===== src/rtl/board_input_pkg.sv =====
// ============================================================================
// board_input_pkg : register addresses and ID constant for the board-input
//                   read port.
// Revision        : 1.0
// ============================================================================
`default_nettype none

package board_input_pkg;

   localparam logic [1:0]  ADDR_SW  = 2'd0;
   localparam logic [1:0]  ADDR_BTN = 2'd1;
   localparam logic [1:0]  ADDR_EVT = 2'd2;
   localparam logic [1:0]  ADDR_ID  = 2'd3;

   // ASCII "INPT"
   localparam logic [31:0] ID_VALUE = 32'h494E_5054;

endpackage : board_input_pkg

`default_nettype wire


===== src/rtl/debounce_bit.sv =====
// ============================================================================
// debounce_bit : 2-flop synchroniser plus hold-time debouncer for one pin,
//                with a single-cycle pulse on an accepted 0->1 change.
// Revision     : 1.0
// ============================================================================
`default_nettype none

module debounce_bit #(
   parameter int DEB_CYC = 1_000_000
) (
   input  logic clk,
   input  logic rst,
   input  logic raw,
   output logic stable,
   output logic rise
);

   localparam int CNT_W = (DEB_CYC > 2) ? $clog2(DEB_CYC) : 1;
   localparam logic [CNT_W-1:0] CNT_LAST = CNT_W'(DEB_CYC - 1);

   logic             sync1_q, sync1_d;
   logic             sync2_q, sync2_d;
   logic             stable_q, stable_d;
   logic [CNT_W-1:0] cnt_q, cnt_d;

   always_comb begin
      sync1_d  = raw;
      sync2_d  = sync1_q;
      stable_d = stable_q;
      cnt_d    = cnt_q;
      rise     = 1'b0;
      // Any return to the accepted level restarts the hold window.
      if (sync2_q == stable_q) begin
         cnt_d = '0;
      end else if (cnt_q == CNT_LAST) begin
         stable_d = sync2_q;
         cnt_d    = '0;
         rise     = sync2_q;
      end else begin
         cnt_d = cnt_q + CNT_W'(1);
      end
   end

   always_ff @(posedge clk) begin
      if (rst) begin
         sync1_q  <= 1'b0;
         sync2_q  <= 1'b0;
         stable_q <= 1'b0;
         cnt_q    <= '0;
      end else begin
         sync1_q  <= sync1_d;
         sync2_q  <= sync2_d;
         stable_q <= stable_d;
         cnt_q    <= cnt_d;
      end
   end

   assign stable = stable_q;

endmodule : debounce_bit

`default_nettype wire


===== src/rtl/board_input.sv =====
// ============================================================================
// board_input : debounced buttons/switches, sticky press flags with
//               read-to-clear, and a level interrupt for the core.
// Revision    : 1.0
// ============================================================================
`default_nettype none

module board_input
   import board_input_pkg::*;
#(
   parameter int N_BTN   = 5,
   parameter int N_SW    = 16,
   parameter int DEB_CYC = 1_000_000
) (
   input  logic             clk,
   input  logic             rst,
   input  logic [N_BTN-1:0] btn_raw,
   input  logic [N_SW-1:0]  sw_raw,
   input  logic             rd_en,
   input  logic [1:0]       rd_addr,
   output logic [31:0]      rd_data,
   output logic             irq
);

   logic [N_BTN-1:0] btn_stable;
   logic [N_BTN-1:0] btn_rise;
   logic [N_SW-1:0]  sw_stable;
   logic [N_SW-1:0]  sw_rise_unused;

   logic [N_BTN-1:0] pending_q, pending_d;
   logic [N_BTN-1:0] clr_mask;
   logic [31:0]      rd_data_q, rd_data_d;
   logic             irq_q, irq_d;

   generate
      for (genvar i = 0; i < N_BTN; i++) begin : g_btn
         debounce_bit #(.DEB_CYC(DEB_CYC)) u_deb (
            .clk    (clk),
            .rst    (rst),
            .raw    (btn_raw[i]),
            .stable (btn_stable[i]),
            .rise   (btn_rise[i])
         );
      end
      for (genvar j = 0; j < N_SW; j++) begin : g_sw
         debounce_bit #(.DEB_CYC(DEB_CYC)) u_deb (
            .clk    (clk),
            .rst    (rst),
            .raw    (sw_raw[j]),
            .stable (sw_stable[j]),
            .rise   (sw_rise_unused[j])
         );
      end
   endgenerate

   always_comb begin
      clr_mask  = '0;
      rd_data_d = rd_data_q;
      if (rd_en) begin
         unique case (rd_addr)
            ADDR_SW:  rd_data_d = 32'(sw_stable);
            ADDR_BTN: rd_data_d = 32'(btn_stable);
            ADDR_EVT: begin
               rd_data_d = 32'(pending_q);
               clr_mask  = pending_q;
            end
            default:  rd_data_d = ID_VALUE;
         endcase
      end
      // A press landing on the clearing edge is kept for the next read.
      pending_d = (pending_q & ~clr_mask) | btn_rise;
      irq_d     = |pending_q;
   end

   always_ff @(posedge clk) begin
      if (rst) begin
         pending_q <= '0;
         rd_data_q <= '0;
         irq_q     <= 1'b0;
      end else begin
         pending_q <= pending_d;
         rd_data_q <= rd_data_d;
         irq_q     <= irq_d;
      end
   end

   assign rd_data = rd_data_q;
   assign irq     = irq_q;

endmodule : board_input

`default_nettype wire


===== config.mk =====
export PLATFORM = sky130hd
export DESIGN_NAME = board_input
export DESIGN_NICKNAME = d
export VERILOG_FILES = /design/src/rtl/board_input_pkg.sv /design/src/rtl/debounce_bit.sv /design/src/rtl/board_input.sv
export SDC_FILE = /design/constraint.sdc
export NUM_CORES = 1
export LEC_CHECK = 0
export ABC_AREA = 1
export CAP_MARGIN = 10
export CORE_ASPECT_RATIO = 2
export CORE_MARGIN = 2
export CORE_UTILIZATION = 55
export DETAILED_ROUTE_END_ITERATION = 10
export GPL_ROUTABILITY_DRIVEN = 0
export PLACE_DENSITY = 0.76
export SKIP_LAST_GASP = 1
export SYNTH_ARGS = -nofsm -noshare
export SYNTH_HDL_FRONTEND = slang
export SYNTH_SLANG_ARGS = --single-unit

===== constraint.sdc =====
create_clock -name clk -period 3.65 [get_ports clk]
set_input_delay 0.73 -clock clk [delete_from_list [all_inputs] [get_ports clk]]
set_output_delay 0.73 -clock clk [all_outputs]
set_load 0.05 [all_outputs]

# ---- Word-level counts from Yosys, hierarchy flattened
# Index checks and enable logic that the tools add are counted.
dict set report classes {
  n_reduce_logical 44
  eq_ne 44
  add_sub_neg 21
  n_mux 13
  bitwise_logic 24
}
# operator n
set op_table {}
lappend op_table {{adder 20 x 1 -> 20 bit (second input constant)} 21}
lappend op_table {{equality test 20 bit (second input constant)} 21}
lappend op_table {{one-hot mux 31 bit (3 select lines)} 1}
lappend op_table {{OR reduction 3 bit} 21}
lappend op_table {{AND reduction 2 bit} 21}
lappend op_table {{equality test 1 bit} 21}
lappend op_table {{NOT 1 bit} 21}
lappend op_table {{2-to-1 mux 1 bit} 10}
lappend op_table {{2-to-1 mux 5 bit} 2}
lappend op_table {{bitwise AND 5 bit} 1}
lappend op_table {{NOT 5 bit} 1}
lappend op_table {{bitwise OR 5 bit} 1}
lappend op_table {{OR reduction 5 bit} 1}
lappend op_table {{equality test 2 x 1 -> 1 bit (second input constant)} 1}
lappend op_table {{equality test 2 bit (second input constant)} 1}
lappend op_table {{zero test 2 bit} 1}
dict set report totals {
  output_inout_bits 33
  ff_bits 521
  inputBits 26
}

# ---- Logic depth before layout (Yosys ltp)
dict set report logic_depth {
  depth_word 6
  depth_mapped 9
}

# ---- By module
# A second synthesis with hierarchy kept.
dict set report hier_totals {
  cells_unflattened 3638
  hier_area_um2 25225.4
}
# mod seq_area_each_um2 n_inst cells_per_inst area_per_inst_um2
set by_module_without_submodules {}
lappend by_module_without_submodules {{debounce_bit (g_btn[0].u_deb ...)} 460.4 20 166 1146.1}
lappend by_module_without_submodules {{debounce_bit (g_sw[9].u_deb)} 460.4 1 171 1183.6}
lappend by_module_without_submodules {board_input 460.4 1 147 1119.8}

# ---- Worst setup path before layout
# Ideal clock, no wire load.
dict set report synth_path {
  kind {register -> output}
  start {register, netlist name rd_data[27]}
  end {output rd_data[18]}
  setup_slack_ps 1913
  required_ps 2920
  path_buffers 1
  stages_incl_launch_ff 2
  arrival_time_ps 1007
  cell_sequence {dfxtp_1 -> buf_4}
}
# item line_no
set synth_lines {}
lappend synth_lines {{to (decl)} board_input.sv:21} ;# output logic [31:0] rd_data,

# ---- Worst setup path after layout
dict set report layout_path {
  start {register rd_data_q[15], in the netlist rd_data[15]}
  end {output rd_data[15]}
}
# item line_no
set layout_lines {}
lappend layout_lines {{from (decl)} board_input.sv:32} ;# logic [31:0] rd_data_q, rd_data_d;
lappend layout_lines {{from (signal assigned)} board_input.sv:82} ;# rd_data_q <= rd_data_d;
# No word-level cell between the ends.

==> flow_summary.html <==
<table>
<tr><th>Metric</th><th>Value</th></tr>
<tr><th colspan="2">Outcome</th></tr>
<tr><td>Result of the run</td><td>finished clean</td></tr>
<tr><th colspan="2">Critical path</th></tr>
<tr><td>Endpoint required time on the critical path</td><td>2.92 ns</td></tr>
<tr><td>Setup crit start kind</td><td>flip-flop</td></tr>
<tr><td>Crit path DAT</td><td>1.90 ns</td></tr>
<tr><td>Delay of the slowest critical-path stage</td><td>0.87 ns</td></tr>
<tr><td>Kind of end point of the critical path</td><td>output port</td></tr>
<tr><td>Worst-case register-to-register setup slack</td><td>1.74 ns</td></tr>
<tr><td>CP max-delay cell</td><td>sky130_fd_sc_hd__clkdlybuf4s50_1</td></tr>
<tr><td>Worst-path fanout max</td><td>2</td></tr>
<tr><td>Category of the critical setup timing path</td><td>reg -&gt; out</td></tr>
<tr><td>Crit-path leading delay family</td><td>buffers and inverters</td></tr>
<tr><td>Number of buffer and inverter stages on the critical path</td><td>1</td></tr>
<tr><td>Sequence of cells on the critical path</td><td>clkdlybuf4s50_1</td></tr>
<tr><th colspan="2">Route</th></tr>
<tr><td>Number of nets with antenna violations after routing</td><td>0</td></tr>
<tr><td>Number of search-and-repair iterations in the first detailed-routing pass</td><td>6</td></tr>
<tr><td>Detailed Route WL</td><td>51000 µm</td></tr>
<tr><td>Vias</td><td>21800</td></tr>
<tr><td>DRC marker count from the first detailed-route iteration</td><td>1266</td></tr>
<tr><td>Vias per cell</td><td>5.05</td></tr>
<tr><td>Routed wire per std cell</td><td>11.8 µm</td></tr>
<tr><td>Residual DRC count</td><td>0</td></tr>
<tr><th colspan="2">GRT</th></tr>
<tr><td>Maximum number of pins on one net before global-route repair</td><td>40</td></tr>
<tr><td>Global route overflow</td><td>0</td></tr>
<tr><td>Global-route wire length before repair</td><td>89300 µm</td></tr>
<tr><td>Via count of the first global-routing pass</td><td>20600</td></tr>
<tr><td>Overall global routing resource usage</td><td>21.8%</td></tr>
<tr><td>Number of antenna violations at the first check in global routing</td><td>0</td></tr>
<tr><th colspan="2">Cells and area</th></tr>
<tr><td>Final layout net count</td><td>3767</td></tr>
<tr><td>Layout cell share with drive strength beyond 1</td><td>5.04%</td></tr>
<tr><td>Flip-flop and latch area</td><td>0.0101 mm²</td></tr>
<tr><td>Area added between synthesis and finish</td><td>10.1%</td></tr>
<tr><td>Diodes inserted</td><td>0</td></tr>
<tr><td>Filler-free cell count of the finished design</td><td>4313</td></tr>
<tr><td>Number of filler cells placed in the layout</td><td>4039</td></tr>
<tr><td>Multi-input gate area</td><td>0.0129 mm²</td></tr>
<tr><th colspan="2">Synth</th></tr>
<tr><td>Leading post-synthesis cells by instance count</td><td>sky130_fd_sc_hd__nor2_1 (916), sky130_fd_sc_hd__nand2_1 (893), sky130_fd_sc_hd__dfxtp_1 (506)</td></tr>
<tr><td>Post-synth EDFFs</td><td>0</td></tr>
<tr><td>Part of the Yosys area used for sequential elements</td><td>40.9%</td></tr>
<tr><td>Largest area contributor in the netlist</td><td>sky130_fd_sc_hd__dfxtp_1</td></tr>
<tr><td>Number of synthesized register bits</td><td>506</td></tr>
<tr><td>Area share of the largest cell type after synthesis</td><td>40.9%</td></tr>
<tr><td>Top cells by area, synth</td><td>sky130_fd_sc_hd__dfxtp_1 (41%), sky130_fd_sc_hd__nor2_1 (14%), sky130_fd_sc_hd__nand2_1 (14%), sky130_fd_sc_hd__inv_1 (5.5%), sky130_fd_sc_hd__nand3_1 (5.0%)</td></tr>
<tr><td>Fraction of registers with async set/reset</td><td>0%</td></tr>
<tr><td>Number of warnings printed during yosys synthesis</td><td>0</td></tr>
<tr><td>Main combinational cell family by area after synthesis</td><td>simple AND/OR/NAND/NOR gates</td></tr>
<tr><td>Adder-Cell Fraction of Synth Area</td><td>1.26%</td></tr>
<tr><td>Mux share of post-synthesis cell area</td><td>0%</td></tr>
<tr><td>Synth Area in Compound Gates</td><td>5.25%</td></tr>
<tr><td>Gate count of the mapped netlist</td><td>3659</td></tr>
<tr><td>Post-synthesis xor/xnor area fraction</td><td>6.93%</td></tr>
<tr><td>Cell area after synthesis</td><td>0.0248 mm²</td></tr>
<tr><td>Count of cell types in the netlist</td><td>40</td></tr>
<tr><td>Most frequent cell after synthesis</td><td>sky130_fd_sc_hd__nor2_1</td></tr>
<tr><td>Dominant register cell in the synthesized netlist</td><td>sky130_fd_sc_hd__dfxtp_1</td></tr>
<tr><td>Fraction of the mapped netlist area in simple logic gates</td><td>38.4%</td></tr>
<tr><td>Mean instance size in the synthesized netlist</td><td>6.77 µm²</td></tr>
<tr><th colspan="2">Placement</th></tr>
<tr><td>Buffers added on ports</td><td>49</td></tr>
<tr><td>Dpl hpwl</td><td>36300 µm</td></tr>
<tr><td>Worst Setup Slack post-DPL</td><td>1.15 ns</td></tr>
<tr><td># placed instances</td><td>4227</td></tr>
<tr><th colspan="2">Pwr</th></tr>
<tr><td>Leakage power total</td><td>8.68 nW</td></tr>
<tr><td>Switching power share of the total</td><td>21.8%</td></tr>
<tr><td>Total power draw</td><td>11.1 mW</td></tr>
<tr><td>Power density over cell area</td><td>407 mW/mm²</td></tr>
<tr><td>Gate power share</td><td>2.1%</td></tr>
<tr><td>Peak ir drop on the vdd network</td><td>0.524 mV</td></tr>
<tr><td>Pint</td><td>8.67 mW</td></tr>
<tr><td>Sw Pwr</td><td>2.42 mW</td></tr>
<tr><td>Part of the power in the clock network</td><td>47.7%</td></tr>
<tr><td>Seq pwr share</td><td>50.2%</td></tr>
<tr><th colspan="2">Clock network</th></tr>
<tr><td>CTS tree</td><td>done</td></tr>
<tr><td>Max Root-Sink Buffers</td><td>3</td></tr>
<tr><td>CTS H-tree lvls</td><td>2</td></tr>
<tr><td>Sink count of the clock tree</td><td>506</td></tr>
<tr><td>CTS Buf Count</td><td>47</td></tr>
<tr><td>PostCTS Resize Cnt</td><td>0</td></tr>
<tr><td>Insertion delay to the later sink of the worst-skew pair</td><td>0.57 ns</td></tr>
<tr><td>Clock root buffer master</td><td>sky130_fd_sc_hd__clkbuf_16</td></tr>
<tr><td>Clock input transition at the sequential cells of the worst setup and hold paths</td><td>0.07 ns</td></tr>
<tr><td>Buffer count from post-CTS setup fixing</td><td>0</td></tr>
<tr><td>Number of buffers inserted for hold repair after clock tree synthesis</td><td>0</td></tr>
<tr><th colspan="2">Floorplanning</th></tr>
<tr><td>Ports placed on the boundary</td><td>59</td></tr>
<tr><td>Full die area</td><td>0.0468 mm²</td></tr>
<tr><td>Core region area</td><td>0.0447 mm²</td></tr>
<tr><td>Die Span Y</td><td>304 µm</td></tr>
<tr><td>Die width</td><td>154 µm</td></tr>
<tr><td>Number of rows in the core area</td><td>110</td></tr>
<tr><td>Initial Utilization</td><td>55.3%</td></tr>
<tr><th colspan="2">Min path</th></tr>
<tr><td>Type of the tightest min-delay check</td><td>reg -&gt; reg</td></tr>
<tr><th colspan="2">STA</th></tr>
<tr><td>Max-slew violation count</td><td>0</td></tr>
<tr><td>Slew at the pin closest to its max-slew limit</td><td>0.705 ns</td></tr>
<tr><td>Clk_skew</td><td>0.0125 ns</td></tr>
<tr><td>Final critical-path share of the clock period</td><td>72.0%</td></tr>
<tr><td>RSZ-0062 raised after global routing</td><td>no</td></tr>
<tr><td>Final setup violation count</td><td>0</td></tr>
<tr><td>Minimum clock period after layout</td><td>2.63 ns</td></tr>
<tr><td>Number of hold violations in the final report</td><td>0</td></tr>
<tr><td>Slew margin rel.</td><td>52.9%</td></tr>
<tr><td>Worst slack on hold paths</td><td>0.398 ns</td></tr>
<tr><td>Max Clk Rate</td><td>380 MHz</td></tr>
<tr><td>Final critical-path setup slack</td><td>1.02 ns</td></tr>
<tr><td>Sum of negative setup slack</td><td>0 ns</td></tr>
<tr><th colspan="2">Run</th></tr>
<tr><td>Maximum capacitance violations</td><td>0</td></tr>
</table>
==> cell families after synthesis <==
| family | count (synthesis) |
|---|---|
| and+or+nand+nor | 2271 |
| DFF | 506 |
| buffers and inverters | 418 |
| AOI/OAI and AO/OA | 242 |
| xor gates and xnor gates | 196 |
| adders and majority gates | 25 |
| other | 1 |
==> layer usage <==
layer  up-vias  GRT usage [%]  share of wire [%]
met3        92           2.66                3.7
met1      9810           28.2                 47
met2       362           37.8                 46
met4         0           6.72                2.7
met5         -              0                  0
li1      11500              -                  -
==> power groups by stage <==
stage / clock network (mW) / registers [mW] / logic (mW)
2_1_floorplan: 0 / 5.71 / 0.165
3_3_place_gp: 0 / 5.70 / 0.232
3_5_place_dp: 0 / 5.70 / 0.234
4_1_cts: 5.41 / 5.57 / 0.236
5_1_grt: 5.61 / 5.57 / 0.259
6_report: 5.29 / 5.57 / 0.234
==> registers in the layout, summed over array words and instances, names as in the netlist <==
register / count
rd_data: 17
g_sw.u_deb.stable: 16
pending_q: 5
g_btn.u_deb.sync1_q: 5
irq: 1
g_btn.u_deb.cnt_q: 100
g_btn.u_deb.stable: 5
g_sw.u_deb.sync1_q: 16
g_sw.u_deb.cnt_q: 320
g_sw.u_deb.sync2_q: 16
g_btn.u_deb.sync2_q: 5
==> worst paths after layout <==
path	from	to	cells after the start
worst max register to register	g_sw[15].u_deb.cnt_q[0]	g_sw[15].u_deb.cnt_q[16]	8
worst max-delay path	rd_data[15]	rd_data[15]	1
worst min register to register	g_sw[0].u_deb.sync1_q	g_sw[0].u_deb.sync2_q	2
worst min-delay path	g_sw[0].u_deb.sync1_q	g_sw[0].u_deb.sync2_q	2
==> metrics by stage <==
step | cell area, µm² | utilization [%]
3_5_place_dp | 25600 | 57.2
6_report | 27300 | 61.0
4_1_cts | 27300 | 61.0
3_3_place_gp | 25600 | 57.2
5_1_grt | 27300 | 61.0
2_1_floorplan | 24800 | -
==> cells in the final DEF, fill, tap and decap left out, types with 5 or more instances in the layout <==
cell type / instances
sky130_fd_sc_hd__nand2_1: 893
sky130_fd_sc_hd__dfxtp_1: 506
sky130_fd_sc_hd__buf_4: 5
sky130_fd_sc_hd__nor2_4: 8
sky130_fd_sc_hd__and2_1: 7
sky130_fd_sc_hd__clkinvlp_4: 9
sky130_fd_sc_hd__o21ai_0: 35
sky130_fd_sc_hd__conb_1: 9
sky130_fd_sc_hd__ha_1: 25
sky130_fd_sc_hd__bufinv_16: 7
sky130_fd_sc_hd__nor3_1: 9
sky130_fd_sc_hd__nor2_1: 916
sky130_fd_sc_hd__or2_0: 15
sky130_fd_sc_hd__nand3_1: 249
sky130_fd_sc_hd__nor2_2: 17
sky130_fd_sc_hd__clkinv_2: 5
sky130_fd_sc_hd__nand2_4: 5
sky130_fd_sc_hd__clkdlybuf4s50_1: 48
sky130_fd_sc_hd__nand2_2: 20
sky130_fd_sc_hd__inv_1: 363
sky130_fd_sc_hd__a21oi_1: 172
sky130_fd_sc_hd__xor2_1: 113
sky130_fd_sc_hd__xnor2_1: 83
sky130_fd_sc_hd__nand3_2: 14
sky130_fd_sc_hd__or2_2: 33
sky130_fd_sc_hd__clkbuf_16: 49
sky130_fd_sc_hd__nand4_1: 55
sky130_fd_sc_hd__inv_6: 5
sky130_fd_sc_hd__nand3b_1: 25
sky130_fd_sc_hd__o21bai_1: 23
==> final cells by class <==
type | count | share of cell area, %
multi-input cells | 2743 | 47.2
flip-flops and latches | 506 | 37.1
inverters | 365 | 5.03
clock buffers | 56 | 4.70
well taps | 560 | 2.57
repair buffers | 53 | 1.90
clock inverters | 30 | 1.44
No activity file was read; power rests on OpenSTA's default activity.
